$ cat config.mk
export PLATFORM = sky130hd
export DESIGN_NAME = dcache_controller
export DESIGN_NICKNAME = d
export VERILOG_FILES = /design/src/rtl/dcache_controller.sv
export SDC_FILE = /design/constraint.sdc
export NUM_CORES = 2
export LEC_CHECK = 0
export CAP_MARGIN = 20
export CORE_MARGIN = 3
export CORE_UTILIZATION = 56
export CTS_BUF_LIST = sky130_fd_sc_hd__clkbuf_4 sky130_fd_sc_hd__clkbuf_8 sky130_fd_sc_hd__clkbuf_16
export CTS_CLUSTER_DIAMETER = 200
export DETAILED_ROUTE_END_ITERATION = 12
export PLACE_DENSITY_LB_ADDON = 0.25
export SETUP_SLACK_MARGIN = 0.1
export SYNTH_ARGS = -nofsm -noshare
export SYNTH_HDL_FRONTEND = slang
export SYNTH_MEMORY_MAX_BITS = 65536
export SYNTH_SLANG_ARGS = --single-unit
$ cat constraint.sdc
create_clock -name clock -period 6 [get_ports clock]
set_input_delay 1.2 -clock clock [delete_from_list [all_inputs] [get_ports clock]]
set_output_delay 1.2 -clock clock [all_outputs]
set_load 0.02 [all_outputs]
$ cat src/rtl/dcache_controller.sv
// Direct-mapped, write-through, no-write-allocate data cache controller for the MEM stage.
// Refills whole lines word by word over a ready-handshaked main-memory port.
module dcache_controller #(
    parameter int NUM_LINES       = 32,
    parameter int WORDS_PER_BLOCK = 4,
    parameter int ADDR_W          = 32
) (
    input  logic              clock,
    input  logic              reset,
    input  logic              memRead,
    input  logic              memWrite,
    input  logic [ADDR_W-1:0] address,
    input  logic [31:0]       writeData,
    output logic [31:0]       readData,
    output logic              hit,
    output logic              memReq,
    output logic              memWe,
    output logic [ADDR_W-1:0] memAddr,
    output logic [31:0]       memWriteData,
    input  logic [31:0]       memReadData,
    input  logic              memReady
);

    localparam int OFF_W = $clog2(WORDS_PER_BLOCK);
    localparam int IDX_W = $clog2(NUM_LINES);
    localparam int TAG_W = ADDR_W - IDX_W - OFF_W - 2;

    typedef enum logic [1:0] {
        S_IDLE   = 2'd0,
        S_REFILL = 2'd1,
        S_WRITE  = 2'd2,
        S_DONE   = 2'd3
    } state_t;

    state_t                 state_q, state_d;
    logic [OFF_W-1:0]       cnt_q, cnt_d;
    logic [NUM_LINES-1:0]   valid_q, valid_d;
    logic [TAG_W-1:0]       lat_tag_q, lat_tag_d;
    logic [IDX_W-1:0]       lat_idx_q, lat_idx_d;
    logic                   mem_req_q, mem_req_d;
    logic                   mem_we_q, mem_we_d;
    logic [ADDR_W-1:0]      mem_addr_q, mem_addr_d;
    logic [31:0]            mem_wdata_q, mem_wdata_d;
    logic [31:0]            read_data_q, read_data_d;

    logic [31:0]            data_q [NUM_LINES*WORDS_PER_BLOCK];
    logic [TAG_W-1:0]       tag_q  [NUM_LINES];

    logic [TAG_W-1:0]       addr_tag_s;
    logic [IDX_W-1:0]       addr_idx_s;
    logic [OFF_W-1:0]       addr_off_s;
    logic                   lookup_hit_s;
    logic [31:0]            cached_word_s;
    logic [OFF_W-1:0]       cnt_inc_s;

    logic                   hit_s;
    logic [31:0]            read_data_s;
    logic                   data_we_s;
    logic [IDX_W+OFF_W-1:0] data_waddr_s;
    logic [31:0]            data_wdata_s;
    logic                   tag_we_s;
    logic                   unused_s;

    assign addr_tag_s    = address[ADDR_W-1 -: TAG_W];
    assign addr_idx_s    = address[2+OFF_W +: IDX_W];
    assign addr_off_s    = address[2 +: OFF_W];
    assign lookup_hit_s  = valid_q[addr_idx_s] && (tag_q[addr_idx_s] == addr_tag_s);
    assign cached_word_s = data_q[{addr_idx_s, addr_off_s}];
    assign cnt_inc_s     = cnt_q + {{(OFF_W-1){1'b0}}, 1'b1};
    assign unused_s      = ^address[1:0];

    // Next-state, stall and storage-write decode for the controller FSM.
    always_comb begin
        state_d      = state_q;
        cnt_d        = cnt_q;
        valid_d      = valid_q;
        lat_tag_d    = lat_tag_q;
        lat_idx_d    = lat_idx_q;
        mem_req_d    = mem_req_q;
        mem_we_d     = mem_we_q;
        mem_addr_d   = mem_addr_q;
        mem_wdata_d  = mem_wdata_q;
        read_data_d  = read_data_q;
        hit_s        = 1'b1;
        read_data_s  = read_data_q;
        data_we_s    = 1'b0;
        data_waddr_s = {addr_idx_s, addr_off_s};
        data_wdata_s = writeData;
        tag_we_s     = 1'b0;

        case (state_q)
            S_IDLE: begin
                // A write wins over a simultaneous read.
                if (memWrite) begin
                    hit_s       = 1'b0;
                    state_d     = S_WRITE;
                    lat_tag_d   = addr_tag_s;
                    lat_idx_d   = addr_idx_s;
                    mem_req_d   = 1'b1;
                    mem_we_d    = 1'b1;
                    mem_addr_d  = {address[ADDR_W-1:2], 2'b00};
                    mem_wdata_d = writeData;
                    if (lookup_hit_s) begin
                        data_we_s = 1'b1;
                    end else begin
                        data_we_s = 1'b0;
                    end
                end else if (memRead) begin
                    if (lookup_hit_s) begin
                        read_data_s = cached_word_s;
                        read_data_d = cached_word_s;
                    end else begin
                        hit_s      = 1'b0;
                        state_d    = S_REFILL;
                        cnt_d      = {OFF_W{1'b0}};
                        lat_tag_d  = addr_tag_s;
                        lat_idx_d  = addr_idx_s;
                        mem_req_d  = 1'b1;
                        mem_we_d   = 1'b0;
                        mem_addr_d = {addr_tag_s, addr_idx_s, {OFF_W{1'b0}}, 2'b00};
                    end
                end else begin
                    hit_s = 1'b1;
                end
            end
            S_REFILL: begin
                hit_s        = 1'b0;
                data_waddr_s = {lat_idx_q, cnt_q};
                data_wdata_s = memReadData;
                if (memReady) begin
                    data_we_s = 1'b1;
                    if (cnt_q == {OFF_W{1'b1}}) begin
                        valid_d[lat_idx_q] = 1'b1;
                        tag_we_s           = 1'b1;
                        state_d            = S_IDLE;
                        cnt_d              = {OFF_W{1'b0}};
                        mem_req_d          = 1'b0;
                        mem_we_d           = 1'b0;
                    end else begin
                        cnt_d      = cnt_inc_s;
                        mem_addr_d = {lat_tag_q, lat_idx_q, cnt_inc_s, 2'b00};
                    end
                end else begin
                    data_we_s = 1'b0;
                end
            end
            S_WRITE: begin
                hit_s = 1'b0;
                if (memReady) begin
                    state_d   = S_DONE;
                    mem_req_d = 1'b0;
                    mem_we_d  = 1'b0;
                end else begin
                    state_d = S_WRITE;
                end
            end
            S_DONE: begin
                // One hit cycle so the pipeline retires the store instead of re-issuing it.
                hit_s   = 1'b1;
                state_d = S_IDLE;
            end
            default: begin
                state_d   = S_IDLE;
                mem_req_d = 1'b0;
                mem_we_d  = 1'b0;
            end
        endcase
    end

    // Controller state and registered memory-side outputs; reset drops any partial refill.
    always_ff @(posedge clock) begin
        if (reset) begin
            state_q     <= S_IDLE;
            cnt_q       <= {OFF_W{1'b0}};
            valid_q     <= {NUM_LINES{1'b0}};
            lat_tag_q   <= {TAG_W{1'b0}};
            lat_idx_q   <= {IDX_W{1'b0}};
            mem_req_q   <= 1'b0;
            mem_we_q    <= 1'b0;
            mem_addr_q  <= {ADDR_W{1'b0}};
            mem_wdata_q <= 32'h0000_0000;
            read_data_q <= 32'h0000_0000;
        end else begin
            state_q     <= state_d;
            cnt_q       <= cnt_d;
            valid_q     <= valid_d;
            lat_tag_q   <= lat_tag_d;
            lat_idx_q   <= lat_idx_d;
            mem_req_q   <= mem_req_d;
            mem_we_q    <= mem_we_d;
            mem_addr_q  <= mem_addr_d;
            mem_wdata_q <= mem_wdata_d;
            read_data_q <= read_data_d;
        end
    end

    // Line data storage; contents are only meaningful behind a set valid bit.
    always_ff @(posedge clock) begin
        if (data_we_s) begin
            data_q[data_waddr_s] <= data_wdata_s;
        end
    end

    // Tag storage, written when the last word of a refill lands.
    always_ff @(posedge clock) begin
        if (tag_we_s) begin
            tag_q[lat_idx_q] <= lat_tag_q;
        end
    end

    assign hit          = hit_s;
    assign readData     = read_data_s;
    assign memReq       = mem_req_q;
    assign memWe        = mem_we_q;
    assign memAddr      = mem_addr_q;
    assign memWriteData = mem_wdata_q;

endmodule

# After elaboration in Yosys (flattened, before gate mapping)

Memories as Yosys holds them, arrays and structs flattened.
Cells that the tools add are included.

Logic and storage cells: 106
Memory bits (writable): 4832
Flip-flop bits (word level): 162
Output and inout port bits: 99
Memories kept: 2

Memory list:

| memory | words | width | read ports | clocked after Yosys merged registers in | write ports | RTL line | text |
|---|---|---|---|---|---|---|---|
| data_q | 128   | 32    | 1          | 0                                       | 1           | 46       | `logic [31:0] data_q [NUM_LINES*WORDS_PER_BLOCK];` |
| tag_q  | 32    | 23    | 1          | 0                                       | 1           | 47       | `logic [TAG_W-1:0] tag_q [NUM_LINES];` |

Bitwise logic cells: 1
Magnitude comparators: 3
Mux-type cells: 60
Add/subtract/negate cells: 1
Equal/unequal tests: 15
Reduce and logical (&&, ||, !) cells: 14

Operators by type and width:

| operator                                             | count |
|---|---|
| two-way mux 32 bit                                   | 10 |
| two-way mux 23 bit                                   | 3 |
| one-hot mux 32 bit (2 select lines)                  | 1 |
| OR 32 bit                                            | 1 |
| two-way mux 1 bit                                    | 24 |
| == test 23 bit                                       | 1 |
| two-way mux 2 bit                                    | 10 |
| != test 2 bit (second input constant)                | 8 |
| two-way mux 5 bit                                    | 3 |
| < comparator 5 x 6 -> 1 bit (second input constant)  | 2 |
| AND reduction 5 bit                                  | 2 |
| one-hot mux 1 bit (3 select lines)                   | 3 |
| one-hot mux 2 bit (4 select lines)                   | 1 |
| two-way mux 7 bit                                    | 1 |
| == test 2 bit (second input constant)                | 3 |
| != test 3 bit (second input constant)                | 2 |
| AND reduction 3 bit                                  | 2 |
| AND reduction 6 bit                                  | 1 |
| binary-select mux 1 bit (select 5 bit)               | 1 |
| demux 1 bit (select 5 bit)                           | 1 |
| >= comparator 5 x 1 -> 1 bit (second input constant) | 1 |
| one-hot mux 2 bit (2 select lines)                   | 1 |
| AND reduction 4 bit                                  | 1 |
| nonzero test 2 bit                                   | 2 |
| other kinds (8)                                      | 9 |

# Logic depth before layout (Yosys ltp)

Depth in word-level cells: 8
Mapped depth: 16
Gate-level depth less buffers: 10

# Least setup slack after synthesis

OpenSTA, ideal clock, no wires.

Kind: input-to-reg
Start point: input address[5]
End point: memory data_q[100][0] (enable)
Arrival time: 5.675 ns
Library setup time: 0.421 ns
Slack: -0.096 ns
Cell stages on the path: 15
Data required time: 5.579 ns
Cells stage by stage: buf_2 -> buf_4 -> buf_2 -> buf_4 -> mux2i_1 -> a22oi_1 -> a21oi_1 -> nor4_1 -> xnor2_1 -> nand4_1 -> or4_1 -> o31ai_1 -> a22oi_1 -> buf_2 -> nor2_1

Longest elaborated chain between the ends: 8

Ends and longest elaborated chain:

| element                                                                               | RTL line | text |
|---|---|---|
| from (decl)                                                                           | 12       | `input logic [ADDR_W-1:0] address,` |
| memory (32 x 23 bit) / binary-select mux 1 bit (select 5 bit) (equally long branches) | --       |  |
| == test 23 bit / two-way mux 1 bit (equally long branches)                            | 67       | `assign lookup_hit_s = valid_q[addr_idx_s] && (tag_q[addr_idx_s] == addr_tag_s);` |
| logical AND 1 bit                                                                     | 67       |  |
| two-way mux 1 bit                                                                     | 103      | `if (lookup_hit_s) begin` |
| two-way mux 1 bit                                                                     | 94       | `if (memWrite) begin` |
| one-hot mux 1 bit (2 select lines)                                                    | 91       | `case (state_q)` |
| two-way mux 1 bit                                                                     | 199      | `if (data_we_s) begin` |
| two-way mux 1 bit (implied by the code)                                               | 200      | `data_q[data_waddr_s] <= data_wdata_s;` |
| to (decl)                                                                             | 46       |  |

Several ways; a longest one is shown, not always the timed one. The select of a mux whose other input is x is not followed.

# Final worst setup path

Start point: input address[2]
End point: output readData[23]

Longest elaborated chain between the ends: 5

Ends and longest elaborated chain:

| element                          | RTL line | text |
|---|---|---|
| memory (128 x 32 bit)            | --       |  |
| two-way mux 32 bit (2 in series) | --       |  |
| two-way mux 32 bit               | 94       |  |
| two-way mux 32 bit               | 91       |  |
| to (decl)                        | 14       | `output logic [31:0] readData,` |

No other way between the ends.

==> flow_summary_export.csv <==
group,metric,value,unit
status,outcome,"complete, no violations",
cts,ctsLongestPathBuffers,4,
route,vias_per_cell,6.67,
route,drt-initial-drc-count,14500,
placed_design,dpl_cell_area,0.209,sq mm
synthesis,synthMuxAreaShare,18.7,%
die,die_h,591,um
die,start_util,56.3,%
worst_hold_path,min_from,"memWriteData[27]",
die,core,0.340,sq mm
route,vias,95500,
run,drv_cap,0,
placed_design,place_congestion,0.847,
global_route,met2_usage,47.6,%
route,finalWirelength,519000,um
setup_path,crit_path_start_kind,"primary input",
placed_design,io_buffers,195,
synthesis,synthAdderAreaFrac,0.0457,%
setup_path,critPathArrivalTime,4.67,ns
synthesis,yosys.area_share.simple,1.63,%
synthesis,synth_warnings,0,
layout,area_growth,17.8,%
route,drc,0,
setup_path,r2r_cells,18,
cts,clock_sink_count,4992,
sta,skew,0.0476,ns
sta,slew_headroom,17.4,%
sta,finalCritPeriodShare,97.8,%
setup_path,crit_required,4.80,ns
setup_path,worstSetupPathType,"in2out",
layout,layout.nets,9462,
synthesis,synth_xor_area_share,0.0823,%
synthesis,synth-compound-area-share,1.07,%
setup_path,reg2reg_from,"tag_q[22][15]",
global_route,antenna_found_initial,55,
sta,hold_violations,0,
placed_design,dp_hpwl,311000,um
synthesis,synth-edff-count,4832,
global_route,use_met3,6.03,%
sta,finalMaxSlewViolations,0,
pwr,comb_power_share,9.1,%
cts,path_clk_slew,0.06,ns
setup_path,path_max_fanout,13,
worst_hold_path,hp-class,"reg2reg",
global_route,top_usage_layer,"met2",
route,first_pass_iters,6,
cts,cts_made_buffers,472,
cts,insertion_delay,1.00,ns
synthesis,avgSynthCellArea,23.0,sq um
global_route,use_met1,40.9,%
synthesis,netlist_area,0.192,sq mm
sta,setup_violations,0,
global_route,grt-ovfl-total,0,
synthesis,ys.flop_type,"edfxtp_1",
die,die_w,591,um
setup_path,r2r-end,"data_q[36][10]",
setup_path,r2r_slack,1.30,ns
synthesis,ys_types,59,
pwr,ir_worst_vdd,277,uV
global_route,grt_max_degree,129,
global_route,grt_pass1_vias,96300,
global_route,grt_pass1_wl,730000,um
worst_hold_path,hold_end,"memWriteData[27]",
layout,design_area,0.226,sq mm
pwr,pwr-share-clk,38.9,%
layout,drive_gt1_share,34.8,%
route,wl_per_cell,36.2,um
die,ios,200,
pwr,power.switching,0.0177,W
synthesis,synth_async_sr_flop_share,0,%
cts,cts_tree,"done",
synthesis,synth_top_family_by_area,"multiplexers",
setup_path,cp-end-kind,"primary output",
pwr,intPower,0.0596,W
synthesis,seq_area_frac_synth,77.4,%
route,ant_nets,0,
synthesis,synth_seq_cells,4992,
pwr,pwr-share-seq,52.0,%
die,die_area,0.349,sq mm
worst_hold_path,hold_depth,2,
cts,cts_hold_buf,0,
pwr,power_density,343,mW/mm^2
sta,worst_pin_slew,1.24,ns
pwr,p_sw_share,22.9,%
die,core.rowCount,214,
sta,fmax,170,MHz
cts,cts_max_level,5,
pwr,finalPower,0.0773,W
sta,post-route-min-period,5.87,ns
synthesis,synthCells,8313,
global_route,grtUsageTotal,29.8,%
sta,rsz0062_at_grt,"no",
pwr,p_leak,72.3,nW
cts,cts_root_buf,"clkbuf_16",
## cells in the final DEF, fill, tap and decap left out, types with 7 or more instances in the layout
cell type / n
diode_2: 14
clkinv_1: 109
mux2_4: 62
mux2_2: 19
inv_6: 9
clkinv_2: 86
bufinv_16: 47
clkbuf_4: 112
edfxtp_1: 4832
nor2b_1: 18
o21ai_0: 7
nand2b_1: 8
nand3_1: 28
nor2_4: 160
dfxtp_1: 160
mux4_2: 1437
clkinvlp_4: 17
buf_16: 20
buf_2: 28
a21o_1: 8
a21oi_1: 72
a221oi_1: 32
nand2_2: 10
xnor2_1: 9
clkdlybuf4s50_1: 154
and2_1: 40
buf_12: 354
or3_1: 9
inv_1: 42
nand2_1: 312
mux2i_1: 237
clkbuf_16: 482
buf_4: 446
nand4_1: 7
a22oi_1: 93
o22ai_1: 38
nor2_1: 100
buf_6: 17
clkbuf_8: 14
## cell type report
type / count / area (sq um)
repair buffers: 1029 / 13000
diodes: 14 / 35.0
fillers: 20800 / 114000
inverters: 44 / 168
multi-input cells: 2815 / 42800
flip-flops and latches: 4992 / 148000
well taps: 4536 / 5680
clock buffers: 607 / 13100
clock inverters: 280 / 2660
## synthesized netlist by cell type, types with 40 or more instances
library cell  number  share of area (%)
buf_2             60               0.16
inv_1             43              0.084
o22ai_1           40               0.13
clkbuf_1         326               0.64
edfxtp_1        4832                 76
and2_1            41               0.13
mux2_2            51               0.30
nor2_1           261               0.51
a22oi_1           97               0.38
buf_1             57               0.11
mux2i_1          237                1.2
a21oi_1           77               0.20
mux4_2          1437                 17
nand2_1          323               0.63
dfxtp_1          160                1.7
## worst max-delay path by stage
stage	slack (ns)	cells past startpoint	start	endpoint
6_report	0.13	10	address[2]	readData[23]
5_1_grt	0.09	18	address[4]	hit
4_1_cts	0.06	16	address[5]	readData[17]
3_5_place_dp	-0.92	15	address[5]	readData[8]
3_3_place_gp	-1.10	15	address[5]	readData[10]
2_1_floorplan	-0.1	15	address[5]	data_q[100][0]
## registers in the layout (all words and copies together), names as in the netlist, 2 cells and up
signal	count
valid_q	32
lat_tag_q	23
state_q	2
cnt_q	2
data_q	4096
lat_idx_q	5
memAddr	30
tag_q	736
read_data_q	32
memWriteData	32
## power by group through the flow
stage	clock [W]	combinational (W)	sequential (W)
after detailed placement	0	0.00673	0.0410
after global routing	0.0318	0.00730	0.0402
final	0.0301	0.00703	0.0402
after global placement	0	0.00651	0.0409
after CTS	0.0304	0.00679	0.0403
after floorplan	0	0.00318	0.0410
## metal layers
metal | up-vias | share of wire (%)
met1 | 51000 | 35
met2 | 6036 | 49
met3 | 1020 | 11
li1 | 37400 | -
met5 | - | 0.084
met4 | 26 | 4.6
## worst max-delay path, cell delays in order
cell and delay (ns):
buf_16 0.18, buf_12 0.24, buf_12 0.19, mux4_2 0.53
mux4_2 0.63, mux4_2 0.56, nand2_1 0.27, nand2_1 0.26
mux2_4 0.34, buf_2 0.16
## through the flow
stage	hold slack, ns	utilization, %	instances	setup WS [ns]	setup TNS (ns)
2_1_floorplan	0.435	-	8314	-0.0963	-355.17
3_3_place_gp	0.445	61.5	13400	-1.10	-1296.08
3_5_place_dp	0.447	61.5	13400	-0.924	-1137.37
4_1_cts	0.459	66.2	14300	0.0620	0
5_1_grt	0.476	66.4	14300	0.0934	0
6_report	0.460	66.4	14300	0.131	0
## kinds of logic (layout without fill, tap and decap cells)
family | count (synthesis) | count (layout)
mux | 1755 | 1755
buf+inv | 507 | 1960
flops | 4992 | 4992
simple gates | 734 | 734
xor+xnor | 18 | 18
compound gates | 299 | 299
fa+ha+maj | 7 | 7
other cells | 1 | 16
## timing repair
item / 4_1_cts / 5_1_grt
gates resized for setup: 155 / 50
setup endpoints to repair: 33 / 33
buffers inserted: 2 / 10
hold endpoints to repair: 0 / 0
pin swaps: 5 / 11
gates cloned: 2 / 1
No activity file was read; power rests on OpenSTA's default activity.
